<file path="src/rtl/alu_issue_queue.sv">
// -----------------------------------------------------------------------------
// alu_issue_queue
//   Issue/retire stage wrapped around a purely combinational ALU. Incoming ops
//   {src1, src2, ctrl} are buffered in a DEPTH-entry FIFO. The head entry is
//   driven onto the alu_* outputs. When the head can retire, the ALU outputs
//   are captured into a registered result slot that has a valid/ready handshake.
//
// Ports
//   clk, rst                 clock; synchronous active-high reset
//   in_valid/in_ready        op handshake (in_ready depends only on state and rst)
//   in_src1/in_src2/in_ctrl  incoming op
//   alu_src1/src2/ctrl       head entry presented to the ALU (zeros when empty)
//   alu_result/zero/cout/overflow  combinational ALU response to alu_*
//   out_valid/out_ready      result slot handshake
//   out_result/out_zcv/out_ctrl    captured result, {zero,cout,overflow}, op code
//   count                    FIFO occupancy (result slot not included)
// -----------------------------------------------------------------------------
module alu_issue_queue #(
    parameter int DATA_W = 32,
    parameter int CTRL_W = 4,
    parameter int DEPTH  = 4
) (
    input  logic                       clk,
    input  logic                       rst,
    input  logic                       in_valid,
    output logic                       in_ready,
    input  logic [DATA_W-1:0]          in_src1,
    input  logic [DATA_W-1:0]          in_src2,
    input  logic [CTRL_W-1:0]          in_ctrl,
    output logic [DATA_W-1:0]          alu_src1,
    output logic [DATA_W-1:0]          alu_src2,
    output logic [CTRL_W-1:0]          alu_ctrl,
    input  logic [DATA_W-1:0]          alu_result,
    input  logic                       alu_zero,
    input  logic                       alu_cout,
    input  logic                       alu_overflow,
    output logic                       out_valid,
    input  logic                       out_ready,
    output logic [DATA_W-1:0]          out_result,
    output logic [2:0]                 out_zcv,
    output logic [CTRL_W-1:0]          out_ctrl,
    output logic [$clog2(DEPTH+1)-1:0] count
);

    localparam int PTR_W = $clog2(DEPTH);
    localparam int CNT_W = $clog2(DEPTH+1);

    logic [DATA_W-1:0] src1_mem_r [DEPTH];
    logic [DATA_W-1:0] src2_mem_r [DEPTH];
    logic [CTRL_W-1:0] ctrl_mem_r [DEPTH];

    logic [PTR_W-1:0]  wr_ptr_r;
    logic [PTR_W-1:0]  rd_ptr_r;
    logic [CNT_W-1:0]  count_r;

    logic              out_valid_r;
    logic [DATA_W-1:0] out_result_r;
    logic [2:0]        out_zcv_r;
    logic [CTRL_W-1:0] out_ctrl_r;

    logic              in_ready_s;
    logic              push_s;
    logic              pop_s;
    logic              not_empty_s;

    assign not_empty_s = (count_r != {CNT_W{1'b0}});

    // Accept side: depends only on registered occupancy and reset, never on out_ready.
    always_comb begin
        in_ready_s = 1'b0;
        if (rst) begin
            in_ready_s = 1'b0;
        end else begin
            in_ready_s = (count_r != CNT_W'(DEPTH));
        end
    end

    // Transfer qualifiers; the head retires whenever the result slot is free or being drained.
    always_comb begin
        push_s = in_valid && in_ready_s;
        pop_s  = not_empty_s && (!out_valid_r || out_ready);
    end

    // Head entry to the ALU; all-zero (AND of zeros) while the FIFO is empty.
    always_comb begin
        alu_src1 = {DATA_W{1'b0}};
        alu_src2 = {DATA_W{1'b0}};
        alu_ctrl = {CTRL_W{1'b0}};
        if (not_empty_s) begin
            alu_src1 = src1_mem_r[rd_ptr_r];
            alu_src2 = src2_mem_r[rd_ptr_r];
            alu_ctrl = ctrl_mem_r[rd_ptr_r];
        end else begin
            alu_src1 = {DATA_W{1'b0}};
            alu_src2 = {DATA_W{1'b0}};
            alu_ctrl = {CTRL_W{1'b0}};
        end
    end

    // FIFO storage; contents are don't-care after reset, so no reset term.
    always_ff @(posedge clk) begin
        if (push_s) begin
            src1_mem_r[wr_ptr_r] <= in_src1;
            src2_mem_r[wr_ptr_r] <= in_src2;
            ctrl_mem_r[wr_ptr_r] <= in_ctrl;
        end
    end

    // Pointers and occupancy; pointers wrap naturally because DEPTH is a power of 2.
    always_ff @(posedge clk) begin
        if (rst) begin
            wr_ptr_r <= {PTR_W{1'b0}};
            rd_ptr_r <= {PTR_W{1'b0}};
            count_r  <= {CNT_W{1'b0}};
        end else begin
            if (push_s) begin
                wr_ptr_r <= wr_ptr_r + PTR_W'(1'b1);
            end
            if (pop_s) begin
                rd_ptr_r <= rd_ptr_r + PTR_W'(1'b1);
            end
            case ({push_s, pop_s})
                2'b10:   count_r <= count_r + CNT_W'(1'b1);
                2'b01:   count_r <= count_r - CNT_W'(1'b1);
                default: count_r <= count_r;
            endcase
        end
    end

    // Result slot: capture on pop, clear when drained with nothing behind it, hold on stall.
    always_ff @(posedge clk) begin
        if (rst) begin
            out_valid_r  <= 1'b0;
            out_result_r <= {DATA_W{1'b0}};
            out_zcv_r    <= 3'b000;
            out_ctrl_r   <= {CTRL_W{1'b0}};
        end else if (pop_s) begin
            out_valid_r  <= 1'b1;
            out_result_r <= alu_result;
            out_zcv_r    <= {alu_zero, alu_cout, alu_overflow};
            out_ctrl_r   <= alu_ctrl;
        end else if (out_valid_r && out_ready) begin
            out_valid_r  <= 1'b0;
        end else begin
            out_valid_r  <= out_valid_r;
        end
    end

    assign in_ready   = in_ready_s;
    assign out_valid  = out_valid_r;
    assign out_result = out_result_r;
    assign out_zcv    = out_zcv_r;
    assign out_ctrl   = out_ctrl_r;
    assign count      = count_r;

endmodule

</file>
<file path="config.mk">
export PLATFORM = sky130hd
export DESIGN_NAME = alu_issue_queue
export DESIGN_NICKNAME = d
export VERILOG_FILES = /design/src/rtl/alu_issue_queue.sv
export SDC_FILE = /design/constraint.sdc
export NUM_CORES = 1
export LEC_CHECK = 0
export BUFFER_PORTS_ARGS = -buffer_cell sky130_fd_sc_hd__buf_2
export CORE_MARGIN = 10
export CORE_UTILIZATION = 55
export CTS_CLUSTER_DIAMETER = 30
export DETAILED_ROUTE_END_ITERATION = 8
export GPL_TIMING_DRIVEN = 0
export PLACE_DENSITY_LB_ADDON = 0.12
export RECOVER_POWER = 25
export SLEW_MARGIN = 15
export SYNTH_ARGS = -nofsm -noshare
export SYNTH_HDL_FRONTEND = slang
export SYNTH_SLANG_ARGS = --single-unit
export TNS_END_PERCENT = 5
</file>
<file path="constraint.sdc">
create_clock -name clk -period 8.6 [get_ports clk]
set_clock_uncertainty 0.15 [all_clocks]
set_input_delay 0.43 -clock clk [delete_from_list [all_inputs] [get_ports clk]]
set_output_delay 0.43 -clock clk [all_outputs]
set_load 0.01 [all_outputs]
</file>
==> results of run 1 <==
worst max-delay path, cell delays in order, from the launching register on:
cell and delay, ns:
dfxtp_1 0.30, clkbuf_1 0.29, buf_2 0.34, buf_2 0.35
mux4_2 0.36, and2_1 0.19, buf_2 0.14
kinds of logic after synthesis:
| logic type | after synthesis | synth area share |
|---|---|---|
| AOI/OAI and AO/OA | 87 | 0.03663 |
| xor gates and xnor gates | 2 | 0.001429 |
| adders and majority gates | 6 | 0.006733 |
| buffers and inverters | 53 | 0.02112 |
| DFF | 321 | 0.7460 |
| muxes | 70 | 0.1278 |
| and+or+nand+nor | 127 | 0.06029 |
timing repair:
item / 4_1_cts / 5_1_grt
gates resized for setup: 0 / 0
endpoints found under the setup margin: 0 / 0
endpoints found under the hold margin: 295 / 0
hold buffers: 91 / 0
stage by stage:
| stage | utilization | hold slack [ns] | power, mW |
|---|---|---|---|
| 4_1_cts | 0.7669 | 0.002818 | 5.771 |
| 3_3_place_gp | 0.6261 | 0.3065 | 3.330 |
| 2_1_floorplan | - | 0.3250 | 2.810 |
| 5_1_grt | 0.7646 | 0.01100 | 5.974 |
| 6_report | 0.7646 | 0.01076 | 5.731 |
| 3_5_place_dp | 0.6316 | 0.3160 | 3.375 |
power breakdown:
| group | total (mW) | internal [mW] | switching (mW) |
|---|---|---|---|
| sequential | 1.91 | 1.85 | 0.0618 |
| clock | 2.36 | 1.62 | 0.737 |
| combinational | 1.46 | 0.634 | 0.826 |
metal layers:
metal | part of all wire | vias up
li1 | - | 3378
met1 | 0.39 | 3764
met2 | 0.52 | 289
met3 | 0.072 | 48
met4 | 0.017 | 0
met5 | 0 | -
Yosys cell counts (3+ instances only):
master    number  share of area
mux4_2        64           0.12
edfxtp_1     272           0.67
o21ai_0       41          0.017
nor2_1         7         0.0021
dfxtp_1       49          0.080
clkbuf_1      25         0.0077
ha_1           5         0.0051
nand3_1       39          0.016
and2_1        72          0.037
buf_2          8         0.0033
inv_1          7         0.0021
or3_1          3         0.0015
mux4_1         4         0.0086
buf_6          3         0.0028
buf_1          8         0.0024
a21oi_1       44          0.018
final timing paths:
check,end,slack [ns]
hold / removal,out_result[31],0.01
hold reg to reg,out_result[26],0.33
setup reg to reg,count[2],6.07
setup / recovery,alu_src1[25],5.50
cell usage in the layout (no fill, tap or decap), types with 3 or more instances in the layout:
master / Yosys / final
a21oi_1: 44 / 44
and2_1: 72 / 68
and2_4: 0 / 4
buf_1: 8 / 8
buf_16: 0 / 4
buf_2: 8 / 181
buf_6: 3 / 3
bufinv_16: 0 / 13
clkbuf_1: 25 / 78
clkbuf_16: 0 / 57
clkinv_2: 0 / 5
clkinv_4: 0 / 6
clkinvlp_4: 0 / 4
dfxtp_1: 49 / 49
dlygate4sd3_1: 0 / 91
edfxtp_1: 272 / 272
ha_1: 5 / 5
inv_1: 7 / 7
mux4_1: 4 / 4
mux4_2: 64 / 64
nand3_1: 39 / 39
nor2_1: 7 / 7
o21ai_0: 41 / 41
or3_1: 3 / 3
state kept, by name (all words and copies together) (netlist names), named ones only:
| name | cells |
|---|---|
| rd_ptr_r | 2 |
| wr_ptr_r | 2 |
| out_valid | 1 |
| src1_mem_r | 128 |
| out_ctrl | 4 |
| src2_mem_r | 128 |
| out_result | 32 |
| out_zcv | 3 |
| ctrl_mem_r | 16 |
| count | 3 |
area by class of cell:
class / count / area (um^2) / area share
Antenna cell: 2 / 5.005 / 0.0002990
Buffer: 46 / 232.7 / 0.01390
Clock buffer: 67 / 1484 / 0.08866
Clock inverter: 36 / 568.0 / 0.03394
Inverter: 7 / 26.28 / 0.001570
Multi-Input combinational cell: 292 / 2867 / 0.1713
Sequential cell: 321 / 9149 / 0.5466
Tap cell: 280 / 350.3 / 0.02093
Timing Repair Buffer: 313 / 2056 / 0.1228
==> impl_metrics.yaml, run 1 <==
floorplanning:
  pin_count: 219
  die_x_um: 169.3
  initial_core_util: 0.5602
  rows: 54
  die-area_um2: 28670
  core_area_um2: 21890
  die_h_um: 169.3
status:
  status: "completed"
global_routing:
  top_usage_layer: "met2"
  grt.total_usage: 0.2014
  grtUsageMet1: 0.2392
  antenna_found_initial: 2
  use_met2: 0.3524
  grt_max_degree: 44
  grt_pass1_wl_mm: 45.51
  grt_pass1_vias: 8240
  grt.overflow.total: 0
  grtUsageMet3: 0.05697
worst_hold_path:
  hold_path.class: "in2reg"
  hold_start: "alu_result[31]"
  hold_path_depth: 3
detailed_routing:
  viasPerCell: 5.483
  drt_pass1_iterations: 5
  wl_per_cell_um: 21.69
  drt-total-wl_mm: 29.58
  num_vias: 7479
  antenna_left: 0
  drt_iter0_markers: 662
  drc_errors: 0
yosys:
  ys_warn_count: 0
  synth_enable_flop_cells: 272
  syn-cell-area_um2: 12260
  syn-num-nets: 779
  ys_seq_area_frac: 0.7460
  synth-main-ff-cell: "edfxtp_1"
  async_reset_ff_frac: 0
  synth.avg_cell_area_um2: 18.41
  netlist_instances: 666
  ys_ff_latch: 321
  ys_types: 29
cts:
  cts_root_buf: "clkbuf_16"
  numCtsBuffers: 55
  insertion_delay_ns: 0.54
  clock_sinks: 321
  cts_setup_buffers: 0
  clk_pin_slew_ns: 0.05
  htreeDepth: 2
  cts_buffer_depth: 3
  cts_tree: "done"
finish:
  design_area_um2: 16740
  layout-drive-gt1-share: 0.3281
  final_cells: 1364
  nets: 1149
  fillers: 1279
  syn2layout_area_growth_pct: 36.47
timing:
  fmax_mhz: 322.5
  max-slew-margin-rel: 0.5785
  worst_slew_pin_slew_ns: 0.6322
  hold_viol_final: 0
  finalCriticalPeriod_ns: 3.101
  drv_slew: 0
  setup_tns_ns: 0
  rsz0062_at_grt: "no"
  setup_violations: 0
  finalCritPeriodShare: 0.3605
  setup_ws_ns: 5.499
setup_path:
  reg2reg_depth: 9
  critPathLaunchType: "flip-flop"
  critPathKind: "reg2out"
  required_ns: 8.02
  r2r-start: "count[2]"
  arrival_ns: 2.52
  cp-end-kind: "output port"
  cp_max_fo: 10
job:
  maxCapViolations: 0
placed_design:
  placed_cells: 1168
  dpl-instance-area_um2: 13830
  preCtsSetupSlack_ns: 6.027
  gp_congestion: 0.9052
  portBuffers: 218
  hpwl_mm: 18.25
pwr:
  powerDensity_nw_per_um2: 342.4
  leakage_nw: 6.094
  irDropWorstVdd_uv: 259.6
Power figures use the tool's default switching activity.
==> run 2, diff against run 1 <==
--- a/config.mk
+++ b/config.mk
@@ -7,7 +7,7 @@
 export LEC_CHECK = 0
 export BUFFER_PORTS_ARGS = -buffer_cell sky130_fd_sc_hd__buf_2
 export CORE_MARGIN = 10
-export CORE_UTILIZATION = 55
+export CORE_UTILIZATION = 50
 export CTS_CLUSTER_DIAMETER = 30
 export DETAILED_ROUTE_END_ITERATION = 8
 export GPL_TIMING_DRIVEN = 0
==> constraint.sdc (replaced) <==
create_clock -name clk -period 2.7 [get_ports clk]
set_clock_uncertainty 0.15 [all_clocks]
set_input_delay 0.135 -clock clk [delete_from_list [all_inputs] [get_ports clk]]
set_output_delay 0.135 -clock clk [all_outputs]
set_load 0.01 [all_outputs]
==> run 2 against run 1 <==
  * Sequential cell count unchanged
  * Clock power grew to 3.3 times the previous value
  * Routed wire length grew 1.3%
  * Critical path type unchanged
  * Largest power group unchanged
==> impl_metrics.yaml, run 2 (synthesis results as in run 1) <==
global_routing:
  grt.overflow.total: 0
  grt_pass1_wl_mm: 47.05
  grt_max_degree: 41
  grt_pass1_vias: 8468
  grt.total_usage: 0.1929
  antenna_found_initial: 0
placed_design:
  placed_cells: 1212
  portBuffers: 218
  dpl-instance-area_um2: 13880
  gp_congestion: 0.7895
  hpwl_mm: 18.64
pwr:
  irDropWorstVdd_uv: 595.1
  powerDensity_nw_per_um2: 1088
  leakage_nw: 6.259
  pwr-share-seq: 0.327
  finalPower_mw: 18.61
  power_frac_clock: 0.421
  pwr-share-comb: 0.251
  p_sw_mw: 5.379
  p_int_mw: 13.23
  switching_share: 0.2890
setup_path:
  critPathLaunchType: "flip-flop"
  r2r-start: "count[2]"
  crit_end: "alu_src2[12]"
  slowest_stage: "clkbuf_1"
  r2r_end: "count[2]"
  cp_max_fo: 10
  cp-end-kind: "output port"
  reg2reg_depth: 9
  cpPeakStageDelay_ns: 0.57
  arrival_ns: 2.33
  r2r_slack_ns: 0.21
  required_ns: 2.41
  crit_chain: "clkbuf_1, mux4_2, and2_1, buf_2"
  critPathKind: "reg2out"
timing:
  setup_tns_ns: 0
  worst_slew_pin_slew_ns: 0.6841
  setup_violations: 0
  finalCriticalPeriod_ns: 2.615
  fmax_mhz: 382.4
  max-slew-margin-rel: 0.5439
  finalCritPeriodShare: 0.9684
  hold_viol_final: 0
  whs_ns: 0.2319
  rsz0062_at_grt: "yes"
  drv_slew: 0
detailed_routing:
  viasPerCell: 5.331
  drt_pass1_iterations: 4
  drt_iter0_markers: 442
  num_vias: 7661
  antenna_left: 0
  wl_per_cell_um: 20.85
  drc_errors: 0
  drt-total-wl_mm: 29.96
finish:
  design_area_um2: 17110
  fillers: 1594
  nets: 1174
  mostFrequentLayoutCells: "edfxtp_1 (272), buf_2 (180), dlygate4sd3_1 (107)"
  layout_commonest_cell: "edfxtp_1"
  diodes: 0
  final_cells: 1437
  syn2layout_area_growth_pct: 39.54
  layout-drive-gt1-share: 0.3360
status:
  status: "completed"
cts:
  htreeDepth: 3
  clk_pin_slew_ns: 0.05
  cts_setup_buffers: 0
  cts_buffer_depth: 3
  clock_sinks: 321
  cts_tree: "done"
  numCtsBuffers: 66
  insertion_delay_ns: 0.53
  cts_root_buf: "clkbuf_16"
floorplanning:
  initial_core_util: 0.5058
  pin_count: 219
  die-area_um2: 31190
  rows: 57
  core_area_um2: 24250
  die_x_um: 176.6
  die_h_um: 176.6
job:
  maxCapViolations: 0
worst_hold_path:
  hold_path.class: "in2reg"
run 2: cell count changes in the layout (fill, tap and decap cells not counted), sizes merged:
cell and delta:
clkinv +14, bufinv -7, clkinvlp +2, diode -2, inv -1, clkbuf +7
dlygate4sd3 +16
run 2: how the worst min path moves through the flow:
stage	cells past startpoint	slack, ns	end	startpoint
floorplan	0	0.08	ctrl_mem_r[0][0]	in_ctrl[0]
CTS	2	0.17	src1_mem_r[2][17]	in_src1[17]
finish	2	0.23	src2_mem_r[2][16]	in_src2[16]
global placement	1	0.19	src1_mem_r[0][10]	in_src1[10]
global route	2	0.24	src1_mem_r[2][5]	in_src1[5]
detailed placement	1	0.20	src2_mem_r[0][24]	in_src2[24]
run 2: repair_timing:
action	CTS	global route
gates resized for setup	2	4
endpoints found under the setup margin	60	34
hold buffers	107	0
endpoints found under the hold margin	311	0
run 2: critical path, delay by kind of cell, from the launching register on:
kind | cells | cell delay [ns]
buf+inv | 2 | 0.70
simple gates | 1 | 0.17
mux | 1 | 0.41
flops | 1 | 0.51
run 2: power groups by stage:
| stage | combinational [mW] | sequential [mW] | clock, mW |
|---|---|---|---|
| floorplan | 2.72 | 6.23 | 0 |
| global placement | 4.48 | 6.14 | 0 |
| detailed placement | 4.63 | 6.16 | 0 |
| CTS | 4.77 | 6.08 | 7.97 |
| global route | 5.15 | 6.12 | 8.25 |
| finish | 4.68 | 6.09 | 7.84 |
run 2: area by class of cell:
type / count / area, um^2 / area share
plain buffers: 44 / 231.5 / 0.01353
multi-input cells: 292 / 2867 / 0.1675
clock buffers: 76 / 1773 / 0.1036
flip-flops and latches: 321 / 9149 / 0.5346
clock inverters: 44 / 446.7 / 0.02610
repair buffers: 329 / 2216 / 0.1295
inverters: 7 / 26.28 / 0.001535
well taps: 324 / 405.4 / 0.02369
run 2: per-stage QoR:
step / utilization / worst slack (ns)
after global placement: 0.5676 / -1.746
after detailed placement: 0.5724 / 0.2592
after floorplan: - / -0.4208
final: 0.7058 / 0.08527
after CTS: 0.7080 / 0.03167
after global routing: 0.7058 / -0.03044
run 2: per-layer routing:
layer	GRT usage	vias up	wire, um
li1	-	3442	-
met1	0.2283	3888	11610
met2	0.3280	280	15540
met3	0.05697	51	2239
met4	0.07145	0	571
met5	0	-	0
==> run 3, diff against run 2 <==
--- a/config.mk
+++ b/config.mk
@@ -5,6 +5,7 @@
 export SDC_FILE = /design/constraint.sdc
 export NUM_CORES = 1
 export LEC_CHECK = 0
+export ABC_AREA = 1
 export BUFFER_PORTS_ARGS = -buffer_cell sky130_fd_sc_hd__buf_2
 export CORE_MARGIN = 10
 export CORE_UTILIZATION = 50
==> run 3 against run 2 <==
  * Synthesized area increased by 1.9%
  * Clock power is 6.3% higher
  * Critical path depth rose by 1
  * Worst hold slack got worse by 0.00065 ns
  * Combinational power grew 39%
  * Highest routed layer is now met5
  * Via count up 23%
  * Core utilization increased by 1.8 points
==> impl_metrics.yaml, run 3 <==
status:
  status: "completed"
detailed_routing:
  viasPerCell: 5.049
  antenna_left: 0
  drt_pass1_iterations: 5
  num_vias: 9392
  drt_iter0_markers: 661
  wl_per_cell_um: 18.17
  drt-total-wl_mm: 33.79
  drc_errors: 0
setup_path:
  cp_top_family: "buffers and inverters"
  slowest_stage: "clkbuf_1"
  cp-end-kind: "output port"
  required_ns: 2.41
  r2r_end: "src2_mem_r[3][23]"
  reg2reg_depth: 6
  crit_chain: "inv_2, clkbuf_1, o21ai_0, a21oi_1, buf_2"
  r2r_slack_ns: 0.32
  critPathLaunchType: "flip-flop"
  critPathKind: "reg2out"
  arrival_ns: 2.24
  cp_max_fo: 10
  r2r-start: "count[0]"
  crit_buf_inv: 3
  cpPeakStageDelay_ns: 0.46
timing:
  rsz0062_at_grt: "no"
  worst_slew_pin_slew_ns: 0.7565
  drv_slew: 0
  finalCritPeriodShare: 0.9335
  setup_violations: 0
  setup_ws_ns: 0.1795
  fmax_mhz: 396.7
  hold_viol_final: 0
  max-slew-margin-rel: 0.4945
  finalCriticalPeriod_ns: 2.520
pwr:
  irDropWorstVdd_uv: 782.2
  leakage_nw: 6.947
  powerDensity_nw_per_um2: 1184
  finalPower_mw: 20.95
floorplanning:
  initial_core_util: 0.5109
  die-area_um2: 31720
  pin_count: 219
  die_x_um: 178.1
  rows: 57
  die_h_um: 178.1
  core_area_um2: 24460
cts:
  htreeDepth: 3
  cts_buffer_depth: 3
  cts_root_buf: "clkbuf_16"
  clk_pin_slew_ns: 0.05
  insertion_delay_ns: 0.53
  clock_sinks: 321
  numCtsBuffers: 67
  cts_tree: "done"
yosys:
  ys_top_cells_by_count: "nor2_1 (344), edfxtp_1 (272), o21ai_0 (126)"
  synth.most_common_cell: "nor2_1"
  async_reset_ff_frac: 0
  syn-num-nets: 1187
  synth_enable_flop_cells: 272
  ys_types: 22
  synthTopCellsByArea: "edfxtp_1 (65%), nor2_1 (10%), dfxtp_1 (7.8%)"
  synthSimpleGateAreaFrac: 0.1238
  syn-cell-area_um2: 12500
  synth_top_family_by_area: "simple AND/OR/NAND/NOR gates"
  synth.top_cell.area_share: 0.6535
  ys_ff_latch: 321
  synth_top_area_cell: "edfxtp_1"
  synth-main-ff-cell: "edfxtp_1"
  synth_compound_area_frac: 0.09530
  synth_xor_area_frac: 0
  ys_seq_area_frac: 0.7320
  ys_warn_count: 0
  yosys.area_share.adder: 0.006607
  synthMuxAreaShare: 0
  synth.avg_cell_area_um2: 11.64
  netlist_instances: 1074
worst_hold_path:
  hold_start: "in_src1[3]"
  min_to: "src1_mem_r[0][3]"
  hold_path.class: "in2reg"
  hold_path_depth: 2
finish:
  syn2layout_area_growth_pct: 41.64
  mostFrequentLayoutCells: "nor2_1 (340), edfxtp_1 (272), buf_2 (186)"
  layout-drive-gt1-share: 0.2249
  nets: 1595
  fillers: 1706
  design_area_um2: 17700
  layout_commonest_cell: "nor2_1"
job:
  maxCapViolations: 0
global_routing:
  grt_pass1_wl_mm: 52.11
  grt.overflow.total: 0
  grt_pass1_vias: 9577
  antenna_found_initial: 3
  grt.total_usage: 0.2121
  grt_max_degree: 23
placed_design:
  dpl-instance-area_um2: 14330
  hpwl_mm: 20.99
  gp_congestion: 0.8515
  portBuffers: 218
  preCtsSetupSlack_ns: 0.02629
==> run 3: cell type report <==
class | count | area [um^2] | area share
antenna | 2 | 5.005 | 0.0002827
buffer | 63 | 370.4 | 0.02092
clock buffer | 78 | 1759 | 0.09938
clock inverter | 43 | 571.8 | 0.03230
inverter | 42 | 157.7 | 0.008906
multi-input combinational | 648 | 2856 | 0.1614
sequential | 321 | 9149 | 0.5168
tap | 324 | 405.4 | 0.02290
timing repair buffer | 339 | 2427 | 0.1371
==> run 3: worst max-delay path by stage <==
| stage | to | slack (ns) | depth (start not counted) |
|---|---|---|---|
| global placement | src2_mem_r[3][24] | -2.00 | 4 |
| CTS | ctrl_mem_r[0][2] | 0.02 | 7 |
| floorplan | ctrl_mem_r[0][0] | -0.50 | 4 |
| detailed placement | src2_mem_r[0][24] | 0.03 | 7 |
| global route | alu_src1[21] | 0.009 | 5 |
| finish | alu_src1[21] | 0.18 | 5 |
==> run 3: where the power goes <==
part           switching (mW)  internal (mW)
Sequential              0.200           5.91
Clock                    2.59           5.74
Combinational            4.24           2.27
Total                    7.03           13.9
==> run 3: per-stage QoR <==
step | setup TNS (ns) | hold slack, ns | std cells | utilization
CTS | 0 | 0.1633 | 1856 | 0.7250
global route | 0 | 0.2400 | 1860 | 0.7236
detailed placement | 0 | 0.2002 | 1628 | 0.5859
finish | 0 | 0.2313 | 1860 | 0.7236
global placement | -527.43 | 0.1987 | 1616 | 0.5725
floorplan | -135.31 | 0.06303 | 1074 | -
==> run 3: metal layers <==
| metal | global-route usage | routed length (um) | vias to the layer above | share of wire |
|---|---|---|---|---|
| met3 | 0.05666 | 2921 | 50 | 0.086 |
| met1 | 0.2585 | 13620 | 4396 | 0.40 |
| met5 | 0 | 7 | - | 0.00021 |
| met4 | 0.07572 | 675 | 2 | 0.020 |
| li1 | - | - | 4558 | - |
| met2 | 0.3564 | 16560 | 386 | 0.49 |
==> run 3: worst reg2reg max path, cell delays in order (launching register included) <==
cell and delay [ns]:
dfxtp_1 0.40, nor2_2 0.08, nand2_1 0.09, nand3_2 0.23, nor2_4 0.66, buf_16 0.25
buf_16 0.19
==> run 3: repair_timing <==
item / in CTS / in global routing
setup buffers: 0 / 2
gates resized for setup: 0 / 1
setup endpoints to repair: 0 / 77
hold buffers: 107 / 0
endpoints found under the hold margin: 314 / 0
==> run 3: kinds of logic (layout without fill, tap and decap cells) <==
group           after synthesis  count (layout)
other cells                   0               2
simple gates                404             404
compound gates              238             238
fa+ha+maj                     6               6
flops                       321             321
buf+inv                     105             565
